<file path="src/rtl/serial_adder_ctrl_if.sv">
// Handshake and bit-stream bundle between a requester and the serial adder controller.
// Controller owns the slave side; the requester or bench owns the master side.
interface serial_adder_ctrl_if #(
   parameter int WIDTH = 8
);
   logic             start;
   logic [WIDTH-1:0] op_a;
   logic [WIDTH-1:0] op_b;
   logic             cin;
   logic             busy;
   logic             bit_valid;
   logic             bit_a;
   logic             bit_b;
   logic             bit_sum;
   logic [WIDTH-1:0] sum;
   logic             cout;
   logic             done;

   modport master (
      output start, op_a, op_b, cin,
      input  busy, bit_valid, bit_a, bit_b, bit_sum, sum, cout, done
   );

   modport slave (
      input  start, op_a, op_b, cin,
      output busy, bit_valid, bit_a, bit_b, bit_sum, sum, cout, done
   );
endinterface

</file>
<file path="src/rtl/serial_adder_ctrl.sv">
// Bit-serial adder controller: shifts operands out LSB first through a full-add
// built from a half-adder pair with a registered carry, and collects the sum.
//
//   state   | meaning
//   --------+---------------------------------------------------------------
//   S_IDLE  | waiting for start; sum/cout hold the last result
//   S_SHIFT | one operand bit pair per cycle, WIDTH cycles in total
//   S_DONE  | one-cycle completion pulse; start ignored
module serial_adder_ctrl #(
   parameter int WIDTH = 8
) (
   input  logic                clk,
   input  logic                rst_n,
   serial_adder_ctrl_if.slave  bus
);
   localparam int CW = (WIDTH > 1) ? $clog2(WIDTH) : 1;

   localparam logic [1:0] S_IDLE  = 2'd0;
   localparam logic [1:0] S_SHIFT = 2'd1;
   localparam logic [1:0] S_DONE  = 2'd2;

   logic [1:0]       state_q, state_d;
   logic [WIDTH-1:0] a_q, a_d;
   logic [WIDTH-1:0] b_q, b_d;
   logic [WIDTH-1:0] sum_q, sum_d;
   logic             carry_q, carry_d;
   logic             cout_q, cout_d;
   logic [CW-1:0]    cnt_q, cnt_d;

   logic             in_shift;
   logic             bit_a;
   logic             bit_b;
   logic             bit_sum;
   logic             carry_nxt;
   logic             last_bit;

   assign in_shift  = (state_q == S_SHIFT);
   assign bit_a     = in_shift & a_q[0];
   assign bit_b     = in_shift & b_q[0];
   assign bit_sum   = bit_a ^ bit_b ^ (in_shift & carry_q);
   assign carry_nxt = (bit_a & bit_b) | (carry_q & (bit_a ^ bit_b));
   assign last_bit  = (cnt_q == CW'(WIDTH - 1));

   always_comb begin
      state_d = state_q;
      a_d     = a_q;
      b_d     = b_q;
      sum_d   = sum_q;
      carry_d = carry_q;
      cout_d  = cout_q;
      cnt_d   = cnt_q;
      case (state_q)
         S_IDLE: begin
            if (bus.start) begin
               a_d     = bus.op_a;
               b_d     = bus.op_b;
               carry_d = bus.cin;
               sum_d   = '0;
               cnt_d   = '0;
               state_d = S_SHIFT;
            end
         end
         S_SHIFT: begin
            // Widen by one so the new bit lands in the MSB even when WIDTH is 1.
            sum_d   = WIDTH'({bit_sum, sum_q} >> 1);
            carry_d = carry_nxt;
            a_d     = a_q >> 1;
            b_d     = b_q >> 1;
            cnt_d   = cnt_q + 1'b1;
            if (last_bit) begin
               cout_d  = carry_nxt;
               state_d = S_DONE;
            end
         end
         S_DONE:  state_d = S_IDLE;
         default: state_d = S_IDLE;
      endcase
   end

   always_ff @(posedge clk or negedge rst_n) begin
      if (!rst_n) begin
         state_q <= S_IDLE;
         a_q     <= '0;
         b_q     <= '0;
         sum_q   <= '0;
         carry_q <= 1'b0;
         cout_q  <= 1'b0;
         cnt_q   <= '0;
      end else begin
         state_q <= state_d;
         a_q     <= a_d;
         b_q     <= b_d;
         sum_q   <= sum_d;
         carry_q <= carry_d;
         cout_q  <= cout_d;
         cnt_q   <= cnt_d;
      end
   end

   assign bus.busy      = (state_q == S_SHIFT) | (state_q == S_DONE);
   assign bus.bit_valid = in_shift;
   assign bus.done      = (state_q == S_DONE);
   assign bus.bit_a     = bit_a;
   assign bus.bit_b     = bit_b;
   assign bus.bit_sum   = bit_sum;
   assign bus.sum       = sum_q;
   assign bus.cout      = cout_q;
endmodule

</file>
<file path="src/flat_wrapper.sv">
// flat-port wrapper written by rule: the top's interface ports become plain ports
module serial_adder_ctrl_flat 
#(
   parameter int WIDTH = 8
)
  (clk, rst_n, bus_start, bus_op_a, bus_op_b, bus_cin, bus_busy, bus_bit_valid, bus_bit_a, bus_bit_b, bus_bit_sum, bus_sum, bus_cout, bus_done);
  serial_adder_ctrl_if #(.WIDTH(WIDTH)) bus_i ();
  input  logic clk;
  input  logic rst_n;
  input wire logic [$bits(bus_i.start)-1:0] bus_start;
  input wire logic [$bits(bus_i.op_a)-1:0] bus_op_a;
  input wire logic [$bits(bus_i.op_b)-1:0] bus_op_b;
  input wire logic [$bits(bus_i.cin)-1:0] bus_cin;
  output wire logic [$bits(bus_i.busy)-1:0] bus_busy;
  output wire logic [$bits(bus_i.bit_valid)-1:0] bus_bit_valid;
  output wire logic [$bits(bus_i.bit_a)-1:0] bus_bit_a;
  output wire logic [$bits(bus_i.bit_b)-1:0] bus_bit_b;
  output wire logic [$bits(bus_i.bit_sum)-1:0] bus_bit_sum;
  output wire logic [$bits(bus_i.sum)-1:0] bus_sum;
  output wire logic [$bits(bus_i.cout)-1:0] bus_cout;
  output wire logic [$bits(bus_i.done)-1:0] bus_done;
  assign bus_i.start = bus_start;
  assign bus_i.op_a = bus_op_a;
  assign bus_i.op_b = bus_op_b;
  assign bus_i.cin = bus_cin;
  assign bus_busy = bus_i.busy;
  assign bus_bit_valid = bus_i.bit_valid;
  assign bus_bit_a = bus_i.bit_a;
  assign bus_bit_b = bus_i.bit_b;
  assign bus_bit_sum = bus_i.bit_sum;
  assign bus_sum = bus_i.sum;
  assign bus_cout = bus_i.cout;
  assign bus_done = bus_i.done;
  serial_adder_ctrl #(.WIDTH(WIDTH)) u_core (.clk(clk), .rst_n(rst_n), .bus(bus_i));
endmodule
</file>
<file path="config.mk">
export PLATFORM = sky130hd
export DESIGN_NAME = serial_adder_ctrl_flat
export DESIGN_NICKNAME = d
export VERILOG_FILES = /design/src/rtl/serial_adder_ctrl_if.sv /design/src/rtl/serial_adder_ctrl.sv /design/src/flat_wrapper.sv
export SDC_FILE = /design/constraint.sdc
export NUM_CORES = 1
export LEC_CHECK = 0
export ABC_AREA = 0
export BUFFER_PORTS_ARGS = -buffer_cell sky130_fd_sc_hd__buf_2
export CORE_MARGIN = 2
export CORE_UTILIZATION = 45
export DETAILED_ROUTE_END_ITERATION = 8
export MAX_ROUTING_LAYER = met4
export PLACE_DENSITY = 0.79
export RECOVER_POWER = 100
export SLEW_MARGIN = 25
export SYNTH_ARGS = -nofsm -noshare
export SYNTH_HDL_FRONTEND = slang
export SYNTH_SLANG_ARGS = --single-unit
</file>
<file path="constraint.sdc">
create_clock -name clk -period 4.1 [get_ports clk]
set_input_delay 1.025 -clock clk [delete_from_list [all_inputs] [get_ports clk]]
set_output_delay 1.025 -clock clk [all_outputs]
set_load 0.03 [all_outputs]
</file>
* Word-level counts from Yosys, hierarchy flattened
Index checks and enable logic that the tools add are counted.
Word-level totals: bits in registers 31, input bits 20, word-level logic and storage cells 40
Operators by class: add/sub/neg operators 1, eq/ne operators 5, muxes and demuxes 13, bitwise operators 9, reductions and logical operators 5
Operator list (count):
- 8-bit case mux with 2 select lines | 3
- 8-bit two-way mux | 3
- 3-bit case mux with 2 select lines | 1
- 2-bit AND reduction | 3
- 1-bit bitwise AND | 5
- 2-bit two-way mux | 2
- 2-bit inequality test (second input constant) | 2
- 2-bit case mux with 2 select lines | 1
- 3-bit by 1-bit adder with 3-bit output (second input constant) | 1
- 3-bit equality test (second input constant) | 1
- 3-bit two-way mux | 1
- 2-bit by 1-bit equality test with 1-bit output (second input constant) | 1
- 2-bit equality test (second input constant) | 1
- 2-bit logical NOT | 1
- 1-bit OR | 2
- 1-bit case mux with 2 select lines | 1
- 2-bit nonzero test | 1
- 1-bit XOR | 2
- 1-bit two-way mux | 1

* Logic depth before layout (Yosys ltp)
Gate-level depths: netlist of run 1.
depth in word-level cells 6, mapped depth 8

* Least setup slack after synthesis of run 1
Ideal clock, no wire load.
path kind register -> output, from register u_core.state_q[1], to output port bus_bit_sum, arrival time 2468 ps, data required time 3075 ps, path slack 607 ps, stages on the path, launching flop included 8, cells stage by stage dfrtp_1 inv_1 ha_1 buf_4 buf_2 and2_1 ha_1 xnor2_1
On the way: cells in the longest elaborated chain, start to end 4
RTL lines:
- start: declaration | RTL line serial_adder_ctrl.sv:22 | logic [1:0] state_q, state_d;
- start signal: assignment | RTL line serial_adder_ctrl.sv:90 | state_q <= state_d;
- 2-bit by 1-bit equality test with 1-bit output | RTL line serial_adder_ctrl.sv:37 | assign in_shift = (state_q == S_SHIFT);
- named net bus_bit_valid | RTL line flat_wrapper.sv:15 | output wire logic [$bits(bus_i.bit_valid)-1:0] bus_bit_valid;
- 1-bit bitwise AND | RTL line serial_adder_ctrl.sv:39 | assign bit_b = in_shift & b_q[0];
- named net bus_bit_b | RTL line flat_wrapper.sv:17 | output wire logic [$bits(bus_i.bit_b)-1:0] bus_bit_b;
- 1-bit XOR (2 in series) | RTL line serial_adder_ctrl.sv:40 | assign bit_sum = bit_a ^ bit_b ^ (in_shift & carry_q);
- end: declaration | RTL line flat_wrapper.sv:18 | output wire logic [$bits(bus_i.bit_sum)-1:0] bus_bit_sum;
The timed path passes the listed nets, and every way through them passes these cells.

* Final worst setup path of run 1
from register u_core.state_q[1], to output port bus_bit_valid
On the way: cells in the longest elaborated chain, start to end 1
RTL lines (RTL line):
- 2-bit by 1-bit equality test with 1-bit output | serial_adder_ctrl.sv:37
- end: declaration | flat_wrapper.sv:15
Every way passes these cells.

==> reports/summary.log, run 1 <==
qor: clock_tree.clk_root_buffer_cell clkbuf_4
qor: outcome.outcome finished with violations
qor: placed_design.portBuffers 34
qor: worst_setup_path.standard_cell_with_the_maximum_stage_delay_on_the_critical_path clkbuf_1
qor: synthesis.postSynth.topFlopCell dfrtp_1
qor: worst_setup_path.startpoint_type register
qor: floorplan.rows 20
qor: synthesis.synthesis.instances 146
qor: synthesis.postSynthRegisterBits 31
qor: worst_setup_path.r2r.worst_path.cells 6
qor: worst_setup_path.path_max_fanout 23
qor: floorplan.fp.dieArea 3770 um^2
qor: synthesis.syn_nets 173
qor: synthesis.netlist_area 1480 um^2
qor: worst_setup_path.crit_arrival 2410 ps
qor: synthesis.yosys-top-cells-count nand2_1 (36), dfrtp_1 (31), o21ai_0 (16)
qor: synthesis.synth_area_leaders dfrtp_1 (52%), mux2i_1 (9.5%), nand2_1 (9.1%)
qor: sta.finalWorstPathRequiredPeriod 3430 ps
qor: placed_design.detailedPlacementHpwl 2.11 mm
qor: power.seqPwrFrac 39.3%
qor: outcome.violations_in_the_final_reports max-capacitance violations, max-slew violations
qor: final_layout.nNetsFinal 207
qor: worst_setup_path.worst-endpoint-required 3070 ps
qor: power.combPwrFrac 48.1%
qor: clock_tree.tritoncts yes
qor: worst_setup_path.slowest_delay 1030 ps
qor: synthesis.synth_top_area_cell dfrtp_1
qor: sta.final-hold-violation-count 0
qor: worst_setup_path.cp.depth 4
qor: final_layout.multi_input_area 633 um^2
qor: placed_design.gp_congestion 0.758
qor: sta.grt_setup_unrepaired false
qor: sta.worst_clk_skew 6.45 ps
qor: route.drc 0
qor: global_route.antenna_violations_before_repair 0
qor: placed_design.post-place-cells 217
qor: final_layout.final-instance-count-excl-fill 223
qor: worst_setup_path.reg2reg_capture_point u_core.a_q[4]
qor: global_route.grt_start_max_net_pins 32
qor: worst_setup_path.critPathCapture bus_bit_valid
qor: power.p_int 0.000685 W
qor: worst_setup_path.worst_setup_path_startpoint u_core.state_q[1]
qor: worst_setup_path.path_class register to output port
qor: synthesis.postSynth.asyncResetShare 100%
qor: route.detailedRoute.firstPassIterationCount 4
qor: power.clock_power_share 12.6%
qor: synthesis.synth_top_cell_area_share 52.3%
qor: synthesis.synth.yosys.warnings 0
qor: clock_tree.cts-htree-levels 2
qor: worst_setup_path.critPathMostFrequentCell clkbuf_1
qor: clock_tree.cts_made_buffers 5
qor: clock_tree.clkSlewWorstSetupHoldPaths 90 ps
qor: worst_setup_path.critical_path.endpoint_type output port
qor: final_layout.layout.area.seq 776 um^2
qor: global_route.grt_overflow_total 0
qor: global_route.grt_pass1_vias 1,101
qor: synthesis.unique_masters_post_synth 22
qor: final_layout.share_of_cells_above_drive_strength_1 13.4%
qor: route.initialDrtViolationCount 70
qor: floorplan.die-height 61.4 um
qor: power.power.density 733 nW/um^2
qor: power.total_power 0.00123 W
qor: clock_tree.cts.sinks 31
qor: clock_tree.cts_max_path_buffers 2
qor: power.swShare 44.3%
qor: clock_tree.cts_post_setup_buffers_inserted 0
qor: route.routed_wirelength 2.84 mm
qor: sta.timing.final.crit_share 83.7%
qor: synthesis.synth_edf_count 0
qor: sta.setup_total_negative_slack 0 ps
qor: synthesis.yosysSeqAreaShare 52.3%
qor: worst_setup_path.cell_breakdown_of_the_critical_path inv_1 -> ha_1 -> clkbuf_1 -> clkbuf_1
qor: route.route.antenna.remaining_nets 0
qor: global_route.total_global_route_track_usage 18.1%
qor: sta.worst-slew-pin-transition 1590 ps
qor: clock_tree.cts_repair_resize_count 0
qor: final_layout.insertedDiodeCount 0
qor: final_layout.n_fill_cell 314
qor: floorplan.width_of_the_die 61.4 um
qor: floorplan.floorplan.initialDensity 47.8%
qor: power.ir_drop 0.291 mV
qor: sta.hold_ws 484 ps
qor: route.detailroute.via_count 1,140
qor: worst_hold_path.timing.hold.worst.class register to register
qor: sta.slew_headroom -6.03%
qor: power.power.leakage 0.789 nW
qor: sta.finalSetupViolations 0
qor: worst_setup_path.ff2ff_setup_slack 970 ps
qor: route.drt-wirelength-per-cell 12.7 um
qor: power.netSwitchingPower 0.000544 W
qor: clock_tree.clock_insertion_delay_worst_skew 320 ps
qor: global_route.wire_length_of_the_first_global_routing_pass 4.73 mm
qor: synthesis.synth.avg_cell_area 10.2 um^2
qor: sta.finalMaxSlewViolations 32
qor: route.vias_cell 5.11
qor: clock_tree.cts_hold_buffers 0
qor: run.max_cap_violations 1
qor: floorplan.floorplan.io_pins 35
qor: final_layout.finish.utilization 54.1%
qor: final_layout.area.growth.synth_to_final 13.2%
qor: worst_setup_path.crit_buf_inv 3
qor: worst_setup_path.regToRegStartpoint u_core.state_q[1]
qor: floorplan.coreArea 3100 um^2
qor: sta.fmax 292 MHz
qor: synthesis.synthMostInstantiatedCell nand2_1
qor: worst_setup_path.crit_family buffers and inverters
==> stage by stage <==
stage | area, um^2 | setup slack [ps]
floorplan | 1480 | 607
global placement | 1660 | 1380
detailed placement | 1670 | 1300
CTS | 1710 | 935
global route | 1680 | 518
finish | 1680 | 670
==> power groups by stage <==
stage	Sequential, W	Combinational, W	Clock, W
after floorplan	0.000497	0.000494	0
after global placement	0.000482	0.000581	0
after detailed placement	0.000490	0.000628	0
after CTS	0.000483	0.000629	0.000158
after global routing	0.000496	0.000656	0.000179
final	0.000483	0.000592	0.000155
==> how the worst min path moves through the flow <==
stage,from,end,slack [ps],cells after the start
after floorplan,u_core.a_q[0],u_core.a_q[0],440,2
after global placement,u_core.bus.sum[0],u_core.bus.sum[0],460,2
after detailed placement,u_core.bus.sum[0],u_core.bus.sum[0],470,2
after CTS,u_core.bus.sum[0],u_core.bus.sum[0],490,2
after global routing,u_core.a_q[5],u_core.a_q[5],520,2
final,u_core.bus.sum[0],u_core.bus.sum[0],480,2
==> worst reg2reg max path, delay by kind of cell (launching register included) <==
| family | cells | cell delay [ps] |
|---|---|---|
| compound gates | 1 | 230 |
| fa+ha+maj | 1 | 190 |
| buf+inv | 3 | 1390 |
| flops | 1 | 380 |
| mux | 1 | 790 |
==> state kept, by name, indices dropped and copies added (netlist names) <==
signal,count
u_core.b_q,8
u_core.a_q,8
u_core.bus.sum,8
u_core.cnt_q,3
u_core.carry_q,1
u_core.bus.cout,1
u_core.state_q,2
==> placed cells by master, fill, tap and decap left out, drive strengths merged <==
| cell | Yosys | final |
|---|---|---|
| inv | 4 | 4 |
| xnor2 | 1 | 1 |
| a31oi | 1 | 1 |
| nand3 | 2 | 2 |
| dfrtp | 31 | 31 |
| a22o | 1 | 1 |
| nand2b | 2 | 2 |
| a21oi | 6 | 6 |
| nand2 | 36 | 36 |
| a32o | 2 | 2 |
| o21ai | 24 | 24 |
| ha | 7 | 7 |
| mux2i | 15 | 15 |
| nor2b | 1 | 1 |
| and2 | 2 | 2 |
| clkbuf | 1 | 24 |
| buf | 8 | 18 |
| nand4 | 2 | 2 |
==> routing by layer <==
| layer | up-vias | wire length (um) | track usage (%) |
|---|---|---|---|
| met4 | 0 | 75 | 8.51 |
| met1 | 538 | 1210 | 19.2 |
| met3 | 8 | 139 | 5.88 |
| met2 | 32 | 1420 | 30.5 |
| li1 | 562 | - | - |
| met5 | - | 0 | - |
==> cell type report <==
class,instances,share of cell area (%)
Clock buffer,6,2.46
Inverter,4,0.895
Multi-Input combinational cell,102,37.7
Sequential cell,31,46.2
Tap cell,44,3.28
Timing Repair Buffer,36,9.40
==> logic make-up (layout without fill, tap and decap cells) <==
| group | after synthesis | count (layout) | synth area share [%] |
|---|---|---|---|
| and+or+nand+nor | 45 | 45 | 12.7 |
| DFF | 31 | 31 | 52.3 |
| adders and majority gates | 7 | 7 | 5.91 |
| buffers and inverters | 13 | 46 | 4.98 |
| xor gates and xnor gates | 1 | 1 | 0.591 |
| muxes | 15 | 15 | 11.0 |
| AOI/OAI and AO/OA | 34 | 34 | 12.5 |
Power figures use the tool's default switching activity.
==> inputs of run 2 (changes only) <==
--- a/config.mk
+++ b/config.mk
@@ -5,13 +5,13 @@
 export SDC_FILE = /design/constraint.sdc
 export NUM_CORES = 1
 export LEC_CHECK = 0
-export ABC_AREA = 0
+export ABC_AREA = 1
 export BUFFER_PORTS_ARGS = -buffer_cell sky130_fd_sc_hd__buf_2
 export CORE_MARGIN = 2
 export CORE_UTILIZATION = 45
 export DETAILED_ROUTE_END_ITERATION = 8
 export MAX_ROUTING_LAYER = met4
-export PLACE_DENSITY = 0.79
+export PLACE_DENSITY = 0.78
 export RECOVER_POWER = 100
 export SLEW_MARGIN = 25
 export SYNTH_ARGS = -nofsm -noshare
==> constraint.sdc (replaced) <==
create_clock -name clk -period 3.53 [get_ports clk]
set_input_delay 0.8825 -clock clk [delete_from_list [all_inputs] [get_ports clk]]
set_output_delay 0.8825 -clock clk [all_outputs]
set_load 0.03 [all_outputs]
==> run 2 against run 1 <==
  * The run still ends with max-capacitance violations, max-slew violations left
  * Flip-flop and latch count is the same
  * Count of clock-buffer cells in the layout is the same
  * First-iteration DRC count rose by 71%
  * Via count grew 17%
==> reports/summary.log, run 2 <==
qor: sta.slew_headroom -9.92%
qor: final_layout.layout.cells.most_common_list nand2_1 (118), dfrtp_1 (31), buf_2 (18)
qor: clock_tree.tritoncts yes
qor: clock_tree.cts.sinks 31
qor: final_layout.finish.utilization 53.3%
qor: worst_setup_path.r2r.worst_path.cells 8
qor: route.detailedRoute.firstPassIterationCount 4
qor: worst_setup_path.path_max_fanout 12
qor: final_layout.nNetsFinal 262
qor: synthesis.yosys-top-cells-count nand2_1 (117), dfrtp_1 (31), nand3_1 (14)
qor: clock_tree.clock_insertion_delay_worst_skew 340 ps
qor: clock_tree.clk_root_buffer_cell clkbuf_4
qor: synthesis.synth_top_cell_area_share 49.3%
qor: synthesis.unique_masters_post_synth 17
qor: synthesis.synth_top_area_cell dfrtp_1
qor: synthesis.netlist_area 1570 um^2
qor: floorplan.floorplan.initialDensity 47.2%
qor: floorplan.fp.dieArea 3990 um^2
qor: worst_hold_path.hold_end u_core.a_q[1]
qor: synthesis.synth.avg_cell_area 7.79 um^2
qor: sta.hold_ws 477 ps
qor: run.max_cap_violations 1
qor: synthesis.postSynth.topFlopCell dfrtp_1
qor: worst_setup_path.startpoint_type register
qor: power.total_power 0.00157 W
qor: route.initialDrtViolationCount 120
qor: power.ir_drop 0.407 mV
qor: power.power.density 880 nW/um^2
qor: floorplan.rows 21
qor: clock_tree.cts_repair_resize_count 0
qor: power.power.leakage 1.02 nW
qor: worst_hold_path.holdCritStartpoint u_core.a_q[1]
qor: route.detailroute.via_count 1,338
qor: worst_setup_path.critical_path.endpoint_type output port
qor: floorplan.die-height 63.1 um
qor: clock_tree.clkSlewWorstSetupHoldPaths 100 ps
qor: synthesis.yosysSeqAreaShare 49.3%
qor: outcome.violations_in_the_final_reports max-capacitance violations, max-slew violations
qor: sta.finalSetupViolations 0
qor: worst_setup_path.reg2reg_capture_point u_core.cnt_q[0]
qor: floorplan.coreArea 3340 um^2
qor: worst_hold_path.timing.hold.worst.class register to register
qor: route.routed_wirelength 3.12 mm
qor: sta.worst-slew-pin-transition 1650 ps
qor: sta.final-hold-violation-count 0
qor: global_route.wire_length_of_the_first_global_routing_pass 5.42 mm
qor: worst_setup_path.ff2ff_setup_slack 620 ps
qor: synthesis.synthMostInstantiatedCell nand2_1
qor: synthesis.synth_area_leaders dfrtp_1 (49%), nand2_1 (28%), ha_1 (5.6%)
qor: final_layout.area.growth.synth_to_final 13.0%
qor: global_route.antenna_violations_before_repair 0
qor: worst_hold_path.timing.hold.worst_path_depth 2
qor: sta.worst_clk_skew 9.28 ps
qor: sta.finalWorstPathRequiredPeriod 3100 ps
qor: floorplan.width_of_the_die 63.1 um
qor: route.route.antenna.remaining_nets 0
qor: worst_setup_path.regToRegStartpoint u_core.state_q[1]
qor: floorplan.floorplan.io_pins 35
qor: sta.setup_total_negative_slack 0 ps
qor: global_route.grt_pass1_vias 1,198
qor: global_route.grt_start_max_net_pins 32
qor: sta.timing.final.crit_share 87.8%
qor: route.vias_cell 4.74
qor: placed_design.portBuffers 34
qor: final_layout.insertedDiodeCount 0
qor: placed_design.detailedPlacementHpwl 2.00 mm
qor: worst_setup_path.crit_arrival 2220 ps
qor: synthesis.syn_nets 229
qor: sta.fmax 323 MHz
qor: final_layout.leading_cell_type_in_the_layout_fill_and_taps_excluded nand2_1
qor: worst_setup_path.path_class register to output port
qor: placed_design.gp_congestion 0.743
qor: outcome.outcome finished with violations
qor: clock_tree.cts-htree-levels 2
qor: synthesis.synth.yosys.warnings 0
qor: synthesis.postSynthRegisterBits 31
qor: route.drc 0
qor: synthesis.synth_edf_count 0
qor: clock_tree.cts_made_buffers 5
qor: final_layout.share_of_cells_above_drive_strength_1 11.9%
qor: clock_tree.cts_max_path_buffers 2
qor: worst_setup_path.worst-endpoint-required 2650 ps
qor: sta.finalMaxSlewViolations 32
qor: synthesis.postSynth.asyncResetShare 100%
qor: synthesis.synthesis.instances 202
qor: clock_tree.cts_post_setup_buffers_inserted 0
qor: clock_tree.cts_hold_buffers 0
qor: global_route.total_global_route_track_usage 17.9%
qor: sta.grt_setup_unrepaired false
qor: global_route.grt_overflow_total 0
qor: route.drt-wirelength-per-cell 11.1 um
qor: final_layout.n_fill_cell 349
## run 2: final cells by class
type	instances	area (um^2)	share of cell area [%]
Tap cell	46	57.6	3.23
Inverter	11	41.3	2.32
Multi-Input combinational cell	151	664	37.3
Timing Repair Buffer	35	154	8.65
Clock buffer	6	51.3	2.88
Clock inverter	2	35.0	1.97
Sequential cell	31	776	43.6
## run 2: per-stage QoR
| step | instances | setup WS (ps) | cell area (um^2) |
|---|---|---|---|
| floorplan | 202 | 493 | 1570 |
| global placement | 274 | 993 | 1740 |
| detailed placement | 274 | 919 | 1740 |
| CTS | 282 | 527 | 1820 |
| global route | 282 | 197 | 1780 |
| finish | 282 | 430 | 1780 |
## run 2: logic make-up after synthesis
| family | share of synthesized area (%) |
|---|---|
| adder cells (fa/ha/maj) | 5.56 |
| AND/OR/NAND/NOR | 33.9 |
| flip-flops | 49.3 |
| AO/OA/AOI/OAI | 3.89 |
| buffers and inverters | 7.31 |
## run 2: worst max path at each step
| stage | from | to | depth (start not counted) |
|---|---|---|---|
| floorplan | u_core.state_q[1] | bus_bit_sum | 10 |
| global placement | u_core.state_q[1] | bus_bit_sum | 9 |
| detailed placement | u_core.state_q[1] | bus_bit_sum | 9 |
| CTS | u_core.state_q[1] | bus_bit_sum | 9 |
| global route | u_core.state_q[1] | bus_bit_sum | 9 |
| finish | u_core.state_q[1] | bus_bit_sum | 9 |
## run 2: layer usage
metal,global-route usage [%],share of wire (%)
met5,-,0
met4,7.50,1.2
met3,4.82,6.1
met2,27.7,45
met1,22.1,48
## run 2: critical path, cell delays in order, from the launching register on
cell and delay (ps):
dfrtp_1 410, inv_1 100, ha_1 390, nand2_1 90, inv_1 90, ha_1 270
inv_1 70, nand3_1 60, nand2_1 100, clkbuf_1 310
## run 2: power breakdown
group / total [W] / switching, W / internal [W]
Sequential: 0.000559 / 0.0000751 / 0.000484
Combinational: 0.000712 / 0.000516 / 0.000196
Clock: 0.000295 / 0.000127 / 0.000167
Total: 0.00157 / 0.000718 / 0.000847
